`src/rtl/packet_router_stats_poller.sv`:
```
// rtl/packet_router_stats_poller.sv - AXI-Lite read initiator that sweeps router statistics into coherent snapshots
//
// Purpose:
//   Reads the output-0 (BASE+0x0), output-1 (BASE+0x4) and dropped (BASE+0x8)
//   counters over AXI-Lite, one sweep per start pulse or periodically while
//   enable is high, then publishes all three as one snapshot.
//   Optional feature macro: PACKET_ROUTER_POLL_DELTA_EN (builds the delta_* subtractors).
//
// Ports:
//   clk, resetn                 clock, asynchronous active-low reset
//   start, enable, clear_err    sweep request, periodic polling, sticky error clear
//   m_axil_ar*, m_axil_r*       AXI-Lite read address / read data channels (master side)
//   snap_out0/1/dropped         last committed snapshot
//   delta_out0/1/dropped        change since the previous snapshot (0 when delta feature is off)
//   snap_valid                  one-cycle pulse in the cycle a snapshot commits
//   busy                        sweep in progress (AR, R, COMMIT)
//   err_slverr, err_timeout     sticky error flags

module packet_router_stats_poller #(
  parameter logic [31:0] BASE_ADDR      = 32'h0,
  parameter int unsigned POLL_INTERVAL  = 1000,
  parameter int unsigned TIMEOUT_CYCLES = 256
) (
  input  logic        clk,
  input  logic        resetn,
  input  logic        start,
  input  logic        enable,
  input  logic        clear_err,
  output logic [31:0] m_axil_araddr,
  output logic        m_axil_arvalid,
  input  logic        m_axil_arready,
  input  logic [31:0] m_axil_rdata,
  input  logic [1:0]  m_axil_rresp,
  input  logic        m_axil_rvalid,
  output logic        m_axil_rready,
  output logic [31:0] snap_out0,
  output logic [31:0] snap_out1,
  output logic [31:0] snap_dropped,
  output logic [31:0] delta_out0,
  output logic [31:0] delta_out1,
  output logic [31:0] delta_dropped,
  output logic        snap_valid,
  output logic        busy,
  output logic        err_slverr,
  output logic        err_timeout
);

  localparam logic [23:0] POLL_LAST = 24'(POLL_INTERVAL - 1);
  localparam logic [15:0] TMO_LAST  = 16'(TIMEOUT_CYCLES - 1);
  localparam logic [15:0] TMO_MAX   = 16'(TIMEOUT_CYCLES);

  typedef enum logic [2:0] {
    S_IDLE   = 3'd0,
    S_AR     = 3'd1,
    S_R      = 3'd2,
    S_COMMIT = 3'd3,
    S_WAIT   = 3'd4
  } state_e;

  state_e      state_q, state_d;
  logic [1:0]  idx_q, idx_d;
  logic [23:0] poll_cnt_q, poll_cnt_d;
  logic [15:0] tmo_cnt_q, tmo_cnt_d;
  logic        boot_q;
  logic        sweep_err_q, sweep_err_d;
  logic [31:0] stage0_q, stage1_q;

  logic [31:0] araddr_q, araddr_d;
  logic        arvalid_q, arvalid_d;
  logic        rready_q, rready_d;
  logic        busy_q, busy_d;
  logic [31:0] snap0_q, snap1_q, snap2_q;
  logic        snap_valid_q;
  logic        err_slverr_q, err_timeout_q;

  logic ar_hs, r_hs, stall, tmo_hit;
  logic commit_now, commit_err, commit_ok;

  assign ar_hs = arvalid_q & m_axil_arready;
  assign r_hs  = rready_q & m_axil_rvalid;

  // A phase is stalled when we are presenting a valid/ready and the slave has not completed it.
  assign stall   = ((state_q == S_AR) & ~ar_hs) | ((state_q == S_R) & ~r_hs);
  // The counter saturates at TIMEOUT_CYCLES so the flag is raised once per stalled phase,
  // which lets a clear_err during a long stall actually stick.
  assign tmo_hit = stall & (tmo_cnt_q == TMO_LAST);

  // The third read's data and response are folded straight into the commit,
  // so the snapshot and snap_valid are both visible during the COMMIT cycle.
  assign commit_now = r_hs & (idx_q == 2'd2);
  assign commit_err = sweep_err_q | (m_axil_rresp != 2'b00);
  assign commit_ok  = commit_now & ~commit_err;

  // State register
  always_ff @(posedge clk or negedge resetn) begin
    if (!resetn) begin
      state_q <= S_IDLE;
    end else begin
      state_q <= state_d;
    end
  end

  // Next-state logic
  always_comb begin
    state_d = state_q;
    case (state_q)
      S_IDLE:   if (start || (enable && boot_q)) state_d = S_AR;
      S_AR:     if (ar_hs) state_d = S_R;
      S_R:      if (r_hs) state_d = (idx_q == 2'd2) ? S_COMMIT : S_AR;
      S_COMMIT: state_d = enable ? S_WAIT : S_IDLE;
      S_WAIT: begin
        if (start)                        state_d = S_AR;
        else if (!enable)                 state_d = S_IDLE;
        else if (poll_cnt_q == POLL_LAST) state_d = S_AR;
      end
      default:  state_d = S_IDLE;
    endcase
  end

  // Datapath next-state and registered-output next-state logic
  always_comb begin
    idx_d = idx_q;
    if (state_q == S_IDLE || state_q == S_WAIT) begin
      idx_d = 2'd0;
    end else if (r_hs && idx_q != 2'd2) begin
      idx_d = idx_q + 2'd1;
    end

    poll_cnt_d = (state_q == S_WAIT) ? poll_cnt_q + 24'd1 : 24'd0;

    tmo_cnt_d = 16'd0;
    if (stall) begin
      tmo_cnt_d = (tmo_cnt_q == TMO_MAX) ? tmo_cnt_q : tmo_cnt_q + 16'd1;
    end

    sweep_err_d = sweep_err_q;
    if (commit_now) begin
      sweep_err_d = 1'b0;
    end else if (r_hs && m_axil_rresp != 2'b00) begin
      sweep_err_d = 1'b1;
    end

    arvalid_d = (state_d == S_AR);
    rready_d  = (state_d == S_R);
    busy_d    = (state_d == S_AR) || (state_d == S_R) || (state_d == S_COMMIT);
    // Address only changes on entry to AR, so it is stable for the whole AR phase.
    araddr_d  = (state_d == S_AR) ? BASE_ADDR + {28'd0, idx_d, 2'b00} : araddr_q;
  end

  always_ff @(posedge clk or negedge resetn) begin
    if (!resetn) begin
      idx_q         <= 2'd0;
      poll_cnt_q    <= 24'd0;
      tmo_cnt_q     <= 16'd0;
      boot_q        <= 1'b1;
      sweep_err_q   <= 1'b0;
      stage0_q      <= 32'd0;
      stage1_q      <= 32'd0;
      araddr_q      <= BASE_ADDR;
      arvalid_q     <= 1'b0;
      rready_q      <= 1'b0;
      busy_q        <= 1'b0;
      snap0_q       <= 32'd0;
      snap1_q       <= 32'd0;
      snap2_q       <= 32'd0;
      snap_valid_q  <= 1'b0;
      err_slverr_q  <= 1'b0;
      err_timeout_q <= 1'b0;
    end else begin
      idx_q       <= idx_d;
      poll_cnt_q  <= poll_cnt_d;
      tmo_cnt_q   <= tmo_cnt_d;
      sweep_err_q <= sweep_err_d;
      araddr_q    <= araddr_d;
      arvalid_q   <= arvalid_d;
      rready_q    <= rready_d;
      busy_q      <= busy_d;
      // Auto-start on enable only applies to the first IDLE after reset.
      if (state_q != S_IDLE) boot_q <= 1'b0;
      if (r_hs && idx_q == 2'd0) stage0_q <= m_axil_rdata;
      if (r_hs && idx_q == 2'd1) stage1_q <= m_axil_rdata;
      if (commit_ok) begin
        snap0_q <= stage0_q;
        snap1_q <= stage1_q;
        snap2_q <= m_axil_rdata;
      end
      snap_valid_q  <= commit_ok;
      // Set has priority over clear.
      err_slverr_q  <= (err_slverr_q & ~clear_err) | (commit_now & commit_err);
      err_timeout_q <= (err_timeout_q & ~clear_err) | tmo_hit;
    end
  end

`ifdef PACKET_ROUTER_POLL_DELTA_EN
  logic [31:0] delta0_q, delta1_q, delta2_q;

  // Unsigned 32-bit subtraction wraps, so a counter rollover still yields the small true delta.
  always_ff @(posedge clk or negedge resetn) begin
    if (!resetn) begin
      delta0_q <= 32'd0;
      delta1_q <= 32'd0;
      delta2_q <= 32'd0;
    end else if (commit_ok) begin
      delta0_q <= stage0_q - snap0_q;
      delta1_q <= stage1_q - snap1_q;
      delta2_q <= m_axil_rdata - snap2_q;
    end
  end

  assign delta_out0    = delta0_q;
  assign delta_out1    = delta1_q;
  assign delta_dropped = delta2_q;
`else
  assign delta_out0    = 32'd0;
  assign delta_out1    = 32'd0;
  assign delta_dropped = 32'd0;
`endif

  assign m_axil_araddr  = araddr_q;
  assign m_axil_arvalid = arvalid_q;
  assign m_axil_rready  = rready_q;
  assign snap_out0      = snap0_q;
  assign snap_out1      = snap1_q;
  assign snap_dropped   = snap2_q;
  assign snap_valid     = snap_valid_q;
  assign busy           = busy_q;
  assign err_slverr     = err_slverr_q;
  assign err_timeout    = err_timeout_q;

endmodule

```
`config.mk`:
```
export PLATFORM = sky130hd
export DESIGN_NAME = packet_router_stats_poller
export DESIGN_NICKNAME = d
export VERILOG_FILES = /design/src/rtl/packet_router_stats_poller.sv
export SDC_FILE = /design/constraint.sdc
export NUM_CORES = 1
export LEC_CHECK = 0
export BUFFER_PORTS_ARGS = -buffer_cell sky130_fd_sc_hd__clkbuf_2
export CAP_MARGIN = 20
export CORE_MARGIN = 4
export CORE_UTILIZATION = 48
export CTS_CLUSTER_DIAMETER = 30
export DETAILED_ROUTE_END_ITERATION = 10
export PLACE_DENSITY = 0.82
export SETUP_SLACK_MARGIN = 0.2
export SLEW_MARGIN = 20
export SYNTH_ARGS = -nofsm -noshare
export SYNTH_HDL_FRONTEND = slang
export SYNTH_SLANG_ARGS = --single-unit
```
`constraint.sdc`:
```
create_clock -name clk -period 1.6 [get_ports clk]
set_clock_uncertainty 0.05 [all_clocks]
set_input_delay 0.08 -clock clk [delete_from_list [all_inputs] [get_ports clk]]
set_output_delay 0.08 -clock clk [all_outputs]
set_load 0.02 [all_outputs]
```
# Yosys cells after proc, flatten, opt, wreduce, memory -nomap -nowiden
# Index checks and enable logic that the tools add are counted.
# word_totals
regBits	215
input_bits	41
out_inout_bits	230
elab_cells	83
# op_classes
add_sub_neg	3
n_eq_ne	14
n_mux	16
n_bitwise	18
n_reduce_logical	14
# ops
cell	count
2-to-1 mux 16 bit	2
adder 24 x 1 -> 24 bit, second input constant	1
== test 24 x 10 -> 1 bit, second input constant	1
2-to-1 mux 24 bit	1
2-to-1 mux 3 bit	7
adder 16 x 1 -> 16 bit, second input constant	1
== test 16 x 8 -> 1 bit, second input constant	1
== test 16 x 9 -> 1 bit, second input constant	1
case mux 3 bit (5 select lines)	1
== test 3 x 2 -> 1 bit, second input constant	4
bitwise AND 1 bit	10
== test 3 x 1 -> 1 bit, second input constant	2
2-to-1 mux 2 bit	3
logical AND 1 bit	5
logical OR 1 bit	4
inequality test 2 bit, second input constant	2
NOT 1 bit	4
OR 1 bit	4
nonzero test 2 bit	2
== test 3 bit, second input constant	1
logical NOT 3 bit	1
nonzero test 3 bit	1
adder 2 x 1 -> 2 bit, second input constant	1
== test 2 x 1 -> 1 bit, second input constant	1
other kinds (3)	4

# Depth between registers and ports, before layout
# logic_depth
word_depth	8
mapped_depth	8
ltp_nobuf	8

# Worst setup path after synthesis
# OpenSTA, ideal clock, no wires.
# synth_timing
path_kind	register to register
start	register rready_q (netlist: m_axil_rready)
end	register snap0_q[17] (netlist: snap_out0[17])
setup_ps	128
t_arrival_ps	1587
t_required_ps	1422
setup_slack_ps	-165
stages_incl_launch_ff	7
path_buffers	3
period_less_slack_ps	1765
path_cell_list	dfrtp_1 > and2_1 > clkbuf_1 > nand3_2 > buf_4 > buf_6 > mux2_1
# synth_between
elab_chain_cells	3
# synth_rtl
element	line	text
start, declared	70	logic rready_q, rready_d;
start signal, assigned	176	rready_q <= rready_d;
bitwise AND 1 bit	80	assign r_hs = rready_q & m_axil_rvalid;
bitwise AND 1 bit	90	assign commit_now = r_hs & (idx_q == 2'd2);
bitwise AND 1 bit	92	assign commit_ok = commit_now & ~commit_err;
end signal, assigned	183	snap0_q <= stage0_q;
end, declared	72	logic [31:0] snap0_q, snap1_q, snap2_q;
# No other way between the ends.
# A chain may end at the register's enable or synchronous reset.

# Final worst setup path
# layout_timing
start	register tmo_cnt_q[9]
end	register tmo_cnt_q[15]
# layout_between
elab_chain_cells	3
elab_cells_between_ends	5
classes_between	add/sub: 1; eq/ne: 2; mux: 2
# layout_rtl
element	line	text
start, declared	63	logic [15:0] tmo_cnt_q, tmo_cnt_d;
start signal, assigned	172	tmo_cnt_q <= tmo_cnt_d;
adder 16 x 1 -> 16 bit	133	tmo_cnt_d = (tmo_cnt_q == TMO_MAX) ? tmo_cnt_q : tmo_cnt_q + 16'd1;
2-to-1 mux 16 bit	133	
2-to-1 mux 16 bit	132	if (stall) begin
# Several ways; a longest one is shown, not always the timed one. The select of a mux whose other input is x is not followed.

==> reports/results.tsv <==
metric	value	unit
Power, Total	19.7	mW
Synth top area share	54.9	%
Worst-path clk slew	0.05	ns
Mapped Avg Cell Area	12.9	µm²
First-pass DRT Iterations	4	
final wirelength	28600	µm
max-slew violation count	0	
crit path launch type	register	
failing checks	setup timing	
GPL Wtd Cong	0.814	
crit path time final	1.70	ns
period utilisation layout	106	%
GRT Overall Usage	22.5	%
most common cell after layout, fill and taps aside	dfrtp_1	
worst skew pair latency	0.50	ns
switching pwr	5.75	mW
first-pass GRT wire length	40100	µm
vias after detailed routing	6868	
leak pwr	7.75	nW
Layout Cells excl Fill	1385	
Yosys warning total	0	
clk buf depth	3	
Slowest-stage cell, CP	or4_4	
CTS tree	done	
RSZ-0062 raised after global routing	true	
post-synth cell types	55	
residual DRC count	0	
Post-Place Cells	1200	
Int Pwr	13.9	mW
fraction of layout cells with a size suffix above 1	55.1	%
maximum clock frequency	0.589	GHz
vias in the first global route	7277	
ANT nets after route	0	
Yosys top cell by area	dfrtp_1	
drt initial violations	252	
WP data arrival	2.04	ns
fill cell count	1103	
WP data required	1.95	ns
CP Capture Type	register	
starting density of the core	49.5	%
vias per cell	4.96	
Synth-to-Final Area Change	49.9	%
Seq pwr share	36.3	%
VDD IR max	1.00	mV
commonest cells after routing, fill and taps aside	dfrtp_1, clkbuf_2, conb_1	
die height	151	µm
sw frac	29.2	%
EDFF count, synth	0	
setup TNS	-2.12	ns
Num CTS Buffers	40	
top post-synthesis cells by area	dfrtp_1, mux2_2, buf_4	
hold depth	5	
IO Count	271	
final number of hold-violating endpoints	0	
Final setup viols	70	
highest cell delay on the worst timing path	0.61	ns
Seq cells post-synth	215	
largest fanout on the critical path	4	
R2R cell count	5	
Site Rows	51	
Synth async-reset ratio	100	%
largest net degree at the start of global routing	49	
dpl hpwl	13800	µm
CTS H-tree depth	2	
IO buf count	144	
DIE AREA	22700	µm²
max_cap viols	0	
Die Wd	151	µm
power density cells	1340	nW/µm²
Root Driver	clkbuf_16	
Setup CP Type	register to register	
Multi-input gate area	4710	µm²
core area	19700	µm²
CP Cell Sequence	nand3_4 > or4_4 > nor3_4 > xnor2_2 > nor2_2	
FF/Latch Area	5390	µm²
Primary FF master, synth	dfrtp_1	
final worst slack	-0.0989	ns
outcome	finished, violations left	
clk sink count	215	
fin nets	1137	
Seq/Total Area, Yosys	55.1	%
Avg WL per Cell	20.6	µm
n_diodes	0	
initial antenna violation count	0	
remaining global-route overflow	0	
synthesized area	9760	µm²
Comb pwr share	23.7	%
Syn Inst Count	758	
clock share of power	40.0	%
Hold Path Class	input port to register	
==> per-layer routing <==
layer  GRT usage [%]  vias to the layer above  wire length, µm  part of all wire [%]
met3            4.33                       57             1740                   6.1
met5               0                        -                0                     0
met1            26.7                     3495            10600                    37
met4            7.57                        0              686                   2.4
li1                -                     3023                -                     -
met2            41.0                      293            15600                    54
==> area by class of cell <==
type / count / area share (%)
clock buffer: 47 / 7.16
clock inverter: 25 / 1.53
inverter: 16 / 0.411
multi-input combinational: 500 / 32.2
sequential: 215 / 36.8
tap: 265 / 2.27
timing repair buffer: 317 / 19.6
==> cells by family (layout without fill, tap and decap cells) <==
family / after synthesis / in the layout / share of synthesized area (%)
xor gates and xnor gates: 34 / 34 / 3.05
AOI/OAI and AO/OA: 23 / 23 / 1.49
and+or+nand+nor: 149 / 149 / 8.91
buffers and inverters: 168 / 405 / 11.9
other: 1 / 126 / 0.0384
adders and majority gates: 6 / 6 / 0.769
DFF: 215 / 215 / 55.1
muxes: 162 / 162 / 18.7
==> worst max-delay path, delay by kind of cell (launching register included) <==
kind	cells	cell delay, ns
AND/OR/NAND/NOR	4	0.95
flip-flops	1	0.45
XOR/XNOR	1	0.14
==> final timing paths <==
kind,slack (ns),start,to
setup / recovery,-0.1,tmo_cnt_q[9],tmo_cnt_q[15]
setup reg to reg,-0.1,tmo_cnt_q[9],tmo_cnt_q[15]
hold / removal,0.03,m_axil_rresp[1],err_slverr
min in group asynchronous,0.06,resetn,stage0_q[14]
hold reg to reg,0.45,snap_dropped[8],snap_dropped[8]
max in group asynchronous,0.76,resetn,stage1_q[26]
==> synth_stat cells (2+ instances only) <==
library cell,count
buf_6,5
nand3_1,19
dfrtp_1,214
nor2_1,46
buf_2,15
nor3_1,6
xnor2_1,27
nand2_1,21
mux2_2,156
inv_1,15
nor4_1,3
or3_1,4
nor4b_1,5
o21ai_0,6
o22ai_1,2
and3_1,7
ha_1,6
mux2_1,5
a21oi_1,7
and4_1,2
nor4_4,2
buf_4,127
clkbuf_1,3
a21o_1,2
or2_2,2
nor3_2,3
xor2_1,7
nand4_2,2
nand4_1,7
nor2_2,3
nand2b_1,3
nor4_2,3
==> registers in the layout, indices dropped and copies added, names as in the netlist, 2 cells and up <==
signal	flops
stage0_q	32
state_q	3
stage1_q	32
snap_out0	32
snap_out1	32
m_axil_araddr	2
tmo_cnt_q	16
idx_q	2
poll_cnt_q	24
snap_dropped	32
==> power by group through the flow <==
| stage | Sequential [mW] | Combinational, mW | Clock (mW) |
|---|---|---|---|
| 2_1_floorplan | 6.90 | 2.16 | 0 |
| 3_3_place_gp | 6.83 | 2.53 | 0 |
| 3_5_place_dp | 6.90 | 2.63 | 0 |
| 4_1_cts | 6.86 | 3.49 | 7.91 |
| 5_1_grt | 7.22 | 4.95 | 8.23 |
| 6_report | 7.14 | 4.66 | 7.87 |
==> stage by stage <==
step,setup WS [ns],hold WS (ns),utilization [%],cell area (µm²)
after detailed placement,-0.0691,0.0292,55.7,11000
final,-0.0989,0.0276,74.2,14600
after global routing,-0.120,0.0369,74.2,14600
after floorplan,-0.00485,-0.266,-,10500
after CTS,-0.0257,-0.0291,70.5,13900
after global placement,-0.0170,0.0254,55.7,11000
==> repair_timing <==
action / CTS / global route
gates resized for setup: 129 / 114
cloned: 12 / 3
endpoints found under the hold margin: 315 / 0
pin swaps: 32 / 43
setup endpoints to repair: 193 / 210
setup buffers: 44 / 18
hold buffers: 36 / 0
No activity file was read; power rests on OpenSTA's default activity.
